File: src/rtl/core_pkg.sv
// Shared definitions for the 5-stage vector core (IF, ID, EX, MEM, WB).
// Holds the decoder BR encodings, the major opcodes, the default register
// address width, and the control encoding for the hazard scoreboard.
package core_pkg;

  localparam int REG_AW = 5;

  // Decoder BR field: bit 1 marks a conditional branch resolved in ID.
  typedef enum logic [1:0] {
    BR_NONE = 2'b00,
    BR_VBNZ = 2'b10,
    BR_VBEZ = 2'b11
  } br_t;

  localparam logic [5:0] OP_RTYPE = 6'b101010;
  localparam logic [5:0] OP_LD    = 6'b100000;
  localparam logic [5:0] OP_SD    = 6'b100001;
  localparam logic [5:0] OP_NOP   = 6'b111100;

  // Scoreboard update for one edge: freeze, shift in an empty slot, or
  // shift in the writer now leaving ID.
  typedef enum logic [1:0] {
    SB_HOLD   = 2'b00,
    SB_BUBBLE = 2'b01,
    SB_LOAD   = 2'b10
  } sb_op_t;

endpackage

File: src/rtl/hazard_scoreboard.sv
// Three-entry record of in-flight register writes (EX, MEM, WB) and the
// comparison of those writes against the source operands sitting in ID.
// Ports:
//   clk, reset        core clock, synchronous active-high reset
//   op                HOLD / BUBBLE / LOAD for this edge
//   ins_v, ins_rd     writer entering EX (used only on LOAD)
//   id_valid          ID holds a real instruction
//   id_ra, id_use_a   source A and whether it is a true operand
//   id_rb, id_use_b   source B and whether it is a true operand
//   hit               some true operand matches a tracked write
module hazard_scoreboard
  import core_pkg::*;
#(
  parameter int REG_AW = core_pkg::REG_AW,
  parameter bit CHK_WB = 1'b0
) (
  input  logic              clk,
  input  logic              reset,
  input  sb_op_t            op,
  input  logic              ins_v,
  input  logic [REG_AW-1:0] ins_rd,
  input  logic              id_valid,
  input  logic [REG_AW-1:0] id_ra,
  input  logic              id_use_a,
  input  logic [REG_AW-1:0] id_rb,
  input  logic              id_use_b,
  output logic              hit
);

  // Entry 0 = EX, 1 = MEM, 2 = WB.  The WB entry only matters when the
  // register file cannot write before read in the same cycle.
  localparam int DEPTH = CHK_WB ? 3 : 2;

  logic [2:0]        v_q;
  logic [REG_AW-1:0] rd_q [3];

  // NOTE: state registers use non-blocking assignments so every flop in the
  // block samples the pre-edge value of its neighbour during the shift.
  always_ff @(posedge clk) begin
    if (reset) begin
      v_q <= '0;
    end else begin
      case (op)
        SB_LOAD:   v_q <= {v_q[1], v_q[0], ins_v};
        SB_BUBBLE: v_q <= {v_q[1], v_q[0], 1'b0};
        default:   v_q <= v_q;
      endcase
    end
  end

  // NOTE: the address fields carry no reset; an entry is meaningless until
  // its valid bit is set, and valid bits are always cleared by reset.
  always_ff @(posedge clk) begin
    if (op != SB_HOLD) begin
      rd_q[2] <= rd_q[1];
      rd_q[1] <= rd_q[0];
      rd_q[0] <= ins_rd;
    end
  end

  // R0 is an ordinary register here, so there is no zero-address exemption.
  logic hit_a;
  logic hit_b;

  // NOTE: every variable written in a combinational block gets a default
  // first so no path leaves it unassigned and no latch is inferred.
  always_comb begin
    hit_a = 1'b0;
    hit_b = 1'b0;
    for (int i = 0; i < 3; i++) begin
      if (i < DEPTH && v_q[i]) begin
        if (rd_q[i] == id_ra) hit_a = 1'b1;
        if (rd_q[i] == id_rb) hit_b = 1'b1;
      end
    end
    hit = id_valid & ((hit_a & id_use_a) | (hit_b & id_use_b));
  end

endmodule

File: src/rtl/hazard_ctrl.sv
// Pipeline sequencer for the 5-stage vector core.  Detects read-after-write
// hazards against in-flight writes (no forwarding), stalls PC and IF/ID,
// inserts ID/EX bubbles, flushes IF/ID on a taken VBNZ/VBEZ, obeys a global
// freeze from the memory/NIC side and counts stall cycles.
// Priority: ext_stall > data hazard > branch flush.
// Ports:
//   clk, reset                       core clock, synchronous active-high reset
//   id_valid, id_ra, id_rb           ID instruction and its source addresses
//   id_use_a, id_use_b               which sources are true operands
//   id_rd, id_wr_en                  destination and write enable
//   id_br, br_taken                  branch type and ID comparator result
//   ext_stall                        freeze the whole pipeline
//   pc_we, ifid_we                   PC and IF/ID enables
//   ifid_flush, idex_bubble          NOP injection into IF/ID and ID/EX
//   haz_stall                        data-hazard stall this cycle
//   stall_cnt                        wrapping count of stalled cycles
module hazard_ctrl #(
  parameter int REG_AW = core_pkg::REG_AW,
  parameter bit CHK_WB = 1'b0,
  parameter int CNT_W  = 32
) (
  input  logic              clk,
  input  logic              reset,
  input  logic              id_valid,
  input  logic [REG_AW-1:0] id_ra,
  input  logic [REG_AW-1:0] id_rb,
  input  logic              id_use_a,
  input  logic              id_use_b,
  input  logic [REG_AW-1:0] id_rd,
  input  logic              id_wr_en,
  input  logic [1:0]        id_br,
  input  logic              br_taken,
  input  logic              ext_stall,
  output logic              pc_we,
  output logic              ifid_we,
  output logic              ifid_flush,
  output logic              idex_bubble,
  output logic              haz_stall,
  output logic [CNT_W-1:0]  stall_cnt
);

  import core_pkg::*;

  logic   raw_hit;
  logic   is_cond_br;
  sb_op_t sb_op;

  hazard_scoreboard #(
    .REG_AW (REG_AW),
    .CHK_WB (CHK_WB)
  ) u_sb (
    .clk      (clk),
    .reset    (reset),
    .op       (sb_op),
    .ins_v    (id_valid & id_wr_en),
    .ins_rd   (id_rd),
    .id_valid (id_valid),
    .id_ra    (id_ra),
    .id_use_a (id_use_a),
    .id_rb    (id_rb),
    .id_use_b (id_use_b),
    .hit      (raw_hit)
  );

  assign is_cond_br = (id_br == BR_VBNZ) || (id_br == BR_VBEZ);

  always_comb begin
    pc_we       = 1'b1;
    ifid_we     = 1'b1;
    ifid_flush  = 1'b0;
    idex_bubble = 1'b0;
    haz_stall   = 1'b0;
    sb_op       = SB_LOAD;
    if (ext_stall) begin
      // Whole pipeline frozen: a pending branch is simply re-evaluated later.
      pc_we   = 1'b0;
      ifid_we = 1'b0;
      sb_op   = SB_HOLD;
    end else if (raw_hit) begin
      // Operand not ready: hold IF/ID, send a bubble down, and ignore any
      // branch outcome computed from the stale operand.
      pc_we       = 1'b0;
      ifid_we     = 1'b0;
      idex_bubble = 1'b1;
      haz_stall   = 1'b1;
      sb_op       = SB_BUBBLE;
    end else begin
      ifid_flush = id_valid & is_cond_br & br_taken;
    end
  end

  always_ff @(posedge clk) begin
    if (reset) begin
      stall_cnt <= '0;
    end else if (ext_stall | haz_stall) begin
      stall_cnt <= stall_cnt + CNT_W'(1);
    end
  end

endmodule

File: config.mk
export PLATFORM = sky130hd
export DESIGN_NAME = hazard_ctrl
export DESIGN_NICKNAME = d
export VERILOG_FILES = /design/src/rtl/core_pkg.sv /design/src/rtl/hazard_scoreboard.sv /design/src/rtl/hazard_ctrl.sv
export SDC_FILE = /design/constraint.sdc
export NUM_CORES = 1
export LEC_CHECK = 0
export ABC_AREA = 1
export BUFFER_PORTS_ARGS = -buffer_cell sky130_fd_sc_hd__buf_2
export CAP_MARGIN = 20
export CORE_AREA = 2 2 94 96
export DETAILED_ROUTE_END_ITERATION = 6
export DIE_AREA = 0 0 96 98
export GPL_ROUTABILITY_DRIVEN = 0
export SLEW_MARGIN = 10
export SYNTH_ARGS = -nofsm -noshare
export SYNTH_HDL_FRONTEND = slang
export SYNTH_SLANG_ARGS = --single-unit
File: constraint.sdc
create_clock -name clk -period 4.44 [get_ports clk]
set_input_delay 0.444 -clock clk [delete_from_list [all_inputs] [get_ports clk]]
set_output_delay 0.444 -clock clk [all_outputs]
set_load 0.01 [all_outputs]
---- Word level (Yosys, flattened, before mapping) ----
Memory sizes are Yosys's and may differ from the RTL's.
Cells that the tools add are included.
cells by class
  reduce and logical (&&, ||, !) cells .... 3
  equal/unequal tests ..................... 8
  bitwise logic cells ..................... 8
  mux-type cells .......................... 19
  $add $sub $neg .......................... 1
operators with widths
  cell                                                                    number
  32-bit by 1-bit adder with 32-bit output (second input constant)        1
  5-bit equality test                                                     4
  1-bit two-way mux                                                       16
  1-bit AND                                                               6
  2-bit equality test (second input constant)                             3
  2-bit two-way mux                                                       2
  2-bit case mux with 2 select lines                                      1
  2-bit nonzero test                                                      2
  2-bit by 1-bit equality test with 1-bit output (second input constant)  1
  1-bit bitwise OR                                                        2
  1-bit logical OR                                                        1
word-level totals
  memory bits (writable) .................. 15
  output and inout bits ................... 37
  logic and storage cells ................. 42
  input bits .............................. 25
  memories kept ........................... 1
  register bits after elaboration ......... 34
memories
  name       depth  width  rd ports  clocked after memory_dff  write ports  line                     source
  u_sb.rd_q  3      5      2         0                         3            hazard_scoreboard.sv:35  logic [REG_AW-1:0] rd_q [3];

---- Logic depth before layout (Yosys ltp) ----
An unclocked memory read counts as a cell.
  depth in word-level cells ............... 14
  mapped depth ............................ 14
  depth with buffers taken out ............ 13

---- By module ----
A second synthesis with hierarchy kept.
unflattened totals
  cell total of the unflattened synthesis .. 402
  area total of the unflattened synthesis .. 2655.0 um^2
modules (own cells, without submodules)
  module             instances  sequential area each (um^2)  area each (um^2)  cells an instance
  hazard_ctrl        1          640.6                        1863.0            279
  hazard_scoreboard  1          340.3                        792.0             123

---- Worst setup path before layout ----
OpenSTA, ideal clock, no wires.
  path kind ............................... input-to-reg
  start ................................... input id_rb[0]
  end ..................................... memory u_sb.rd_q[0][0] (enable)
  data required time ...................... 4.106 ns
  library setup time ...................... 0.334 ns
  arrival ................................. 1.571 ns
  stages .................................. 13
  slack ................................... 2.535 ns
  buffers on the path ..................... 1
  cells stage by stage .................... inv_1 nand2_1 nand2_1 nor2_1 nand3_1 nand2_1 nand2_1 nand2_2 nand2_2 nand2_4 buf_6 ha_1 inv_1
RTL lines
  item             line                     source
  start, declared  hazard_ctrl.sv:26        input logic [REG_AW-1:0] id_rb,
  end, declared    hazard_scoreboard.sv:35

==> out/results.ini <==
[clock_network]
cts_resized=0
htree_levels=2
cts_made_buffers=5
root_buffer=clkbuf_8
hold_buffers=0
post-cts-setup-buffers=0
clockBufferDepth=2
clk_pin_slew_ps=80
clock_latency_ps=300
clkSinkCount=44
cts_tree=yes

[global_routing]
antenna_found_initial=0
grt_pass1_vias=2602
grt_util_all_layers_pct=16.0
grt_pass1_wl_mm=12.0
grt_max_degree=35
gr-total-overflow=0

[power_and_ir_drop]
p_leak_nw=1.45
peakVddDrop_v=0.000139
p_per_area_mw_per_mm2=245

[die]
initial_core_util_pct=33.6
die_width_um=96
num_rows=34
dieHeight_um=98
pin_count=62
die_area_mm2=0.00941
coreArea_mm2=0.00847

[route]
vias=2828
drt_first_pass_iters=4
wl_per_cell_um=12.2
drc=0
drt_iter0_drc=143
routed_wl_mm=7.20
ant_nets=0
vias_per_cell=4.79

[synth]
synth.cell_area_mm2=0.00284
yosys-top-cells-area=dfxtp_1, nand2_1, edfxtp_1
synth_cell_type_count=28
synth.avg_cell_area_um2=6.64
ys_seq_area_share_pct=34.5
synth_area_leader_cell=dfxtp_1
synthDominantCellAreaShare_pct=23.9
ys_ff_latch=44
yosysWarnings=0
syn_nets=455
synth_cells=428

[timing]
rsz0062_at_grt=false
min_period_ps=2970
fin_skew_ps=11.6
slew_headroom_pct=31.9
fmax_mhz=337
setup_viol=0
min_period_over_period_pct=66.9
finalHoldViolCount=0
tns_ps=0
slew_viol_final=0
worst_slew_pin_slew_ps=1020

[worst_hold_path]
hold_class=primary input to flip-flop

[finish]
final_common_cell=nand2_1
fin_nets=508
area_growth_pct=16.1
n_antenna_cell=0
multi_input_area_mm2=0.00161
seq_area_um2=981
drive_gt1_share_pct=18.7
finalNonFillerCells=590
fill_cells=942
final_cell_mix=nand2_1, buf_2, nor2_1

[run_status]
status=finished, final reports clean

[setup_path]
cp.required_ps=4000
arrival_ps=2530
start_kind=flip-flop
crit_path_max_fanout=33
worst_setup_path_end_kind=output port
critPathKind=flip-flop to output port

[run]
cap_viol_max_count=0

[placed_design]
dp.cells=582
dp_hpwl_mm=5.43
io_buffers=60

critical path: stages (launching register included):
cell and delay [ps]:
edfxtp_1 440, inv_1 100, nand2_1 50, nand2_1 70, nor2_1 40, nand3_1 70, nand2_1 50, nand2_1 70
nand2_2 80, nand2_2 490, nand2_4 370, inv_1 220, buf_2 160
kinds of logic after synthesis:
kind of cell / synth area share [%]
XOR/XNOR: 8.63
flip-flops: 34.5
AND/OR/NAND/NOR: 40.8
adder cells (fa/ha/maj): 0.880
buffers and inverters: 8.71
AO/OA/AOI/OAI: 6.43
registers in the layout, summed over array words and instances (netlist names):
signal	count
u_sb.v_q	2
u_sb.rd_q	10
stall_cnt	32
final timing paths:
path,startpoint,endpoint,slack [ps],depth (start not counted)
worst max-delay path,u_sb.rd_q[0][3],pc_we,1470,12
worst min-delay path,id_rd[4],u_sb.rd_q[0][4],320,1
worst max register to register,u_sb.rd_q[0][3],u_sb.rd_q[0][3],1630,12
worst min register to register,u_sb.v_q[0],u_sb.v_q[1],480,2
per-layer routing:
layer | GRT usage, % | vias up | wire, µm
met5 | 0 | - | 0
met4 | 4.18 | 0 | 75
met3 | 2.70 | 6 | 407
met2 | 26.0 | 80 | 3370
met1 | 21.8 | 1281 | 3350
li1 | - | 1461 | -
synth_stat cells (all sizes together):
cell,instances
a21oi,32
buf,8
clkbuf,6
clkinv,1
dfxtp,34
edfxtp,10
ha,2
inv,42
nand2,146
nand3,44
nand3b,2
nand4,3
nor2,49
nor3,17
nor3b,1
o21ai,3
xnor2,8
xor2,20
area by class of cell:
cell class	instances	area share, %
Multi-Input combinational cell	327	48.9
Sequential cell	44	29.7
Timing Repair Buffer	60	9.10
Inverter	43	4.89
Tap cell	108	4.10
Clock buffer	6	2.20
Clock inverter	2	1.06
through the flow:
step                setup WS, ps  cell area, µm²  hold slack [ps]  utilization [%]  total power [mW]
floorplan                   2540            2840              446                -             0.487
global placement            1520            3190              467             37.7             0.511
detailed placement          1490            3190              477             37.7             0.512
CTS                         1420            3300              310             39.0             0.819
global route                1140            3300              305             39.0             0.847
finish                      1470            3300              320             39.0             0.807
power breakdown:
| group | switching, mW | internal (mW) |
|---|---|---|
| sequential | 0.00817 | 0.419 |
| combinational | 0.0494 | 0.0253 |
| clock | 0.138 | 0.167 |
No activity file was read; power rests on OpenSTA's default activity.
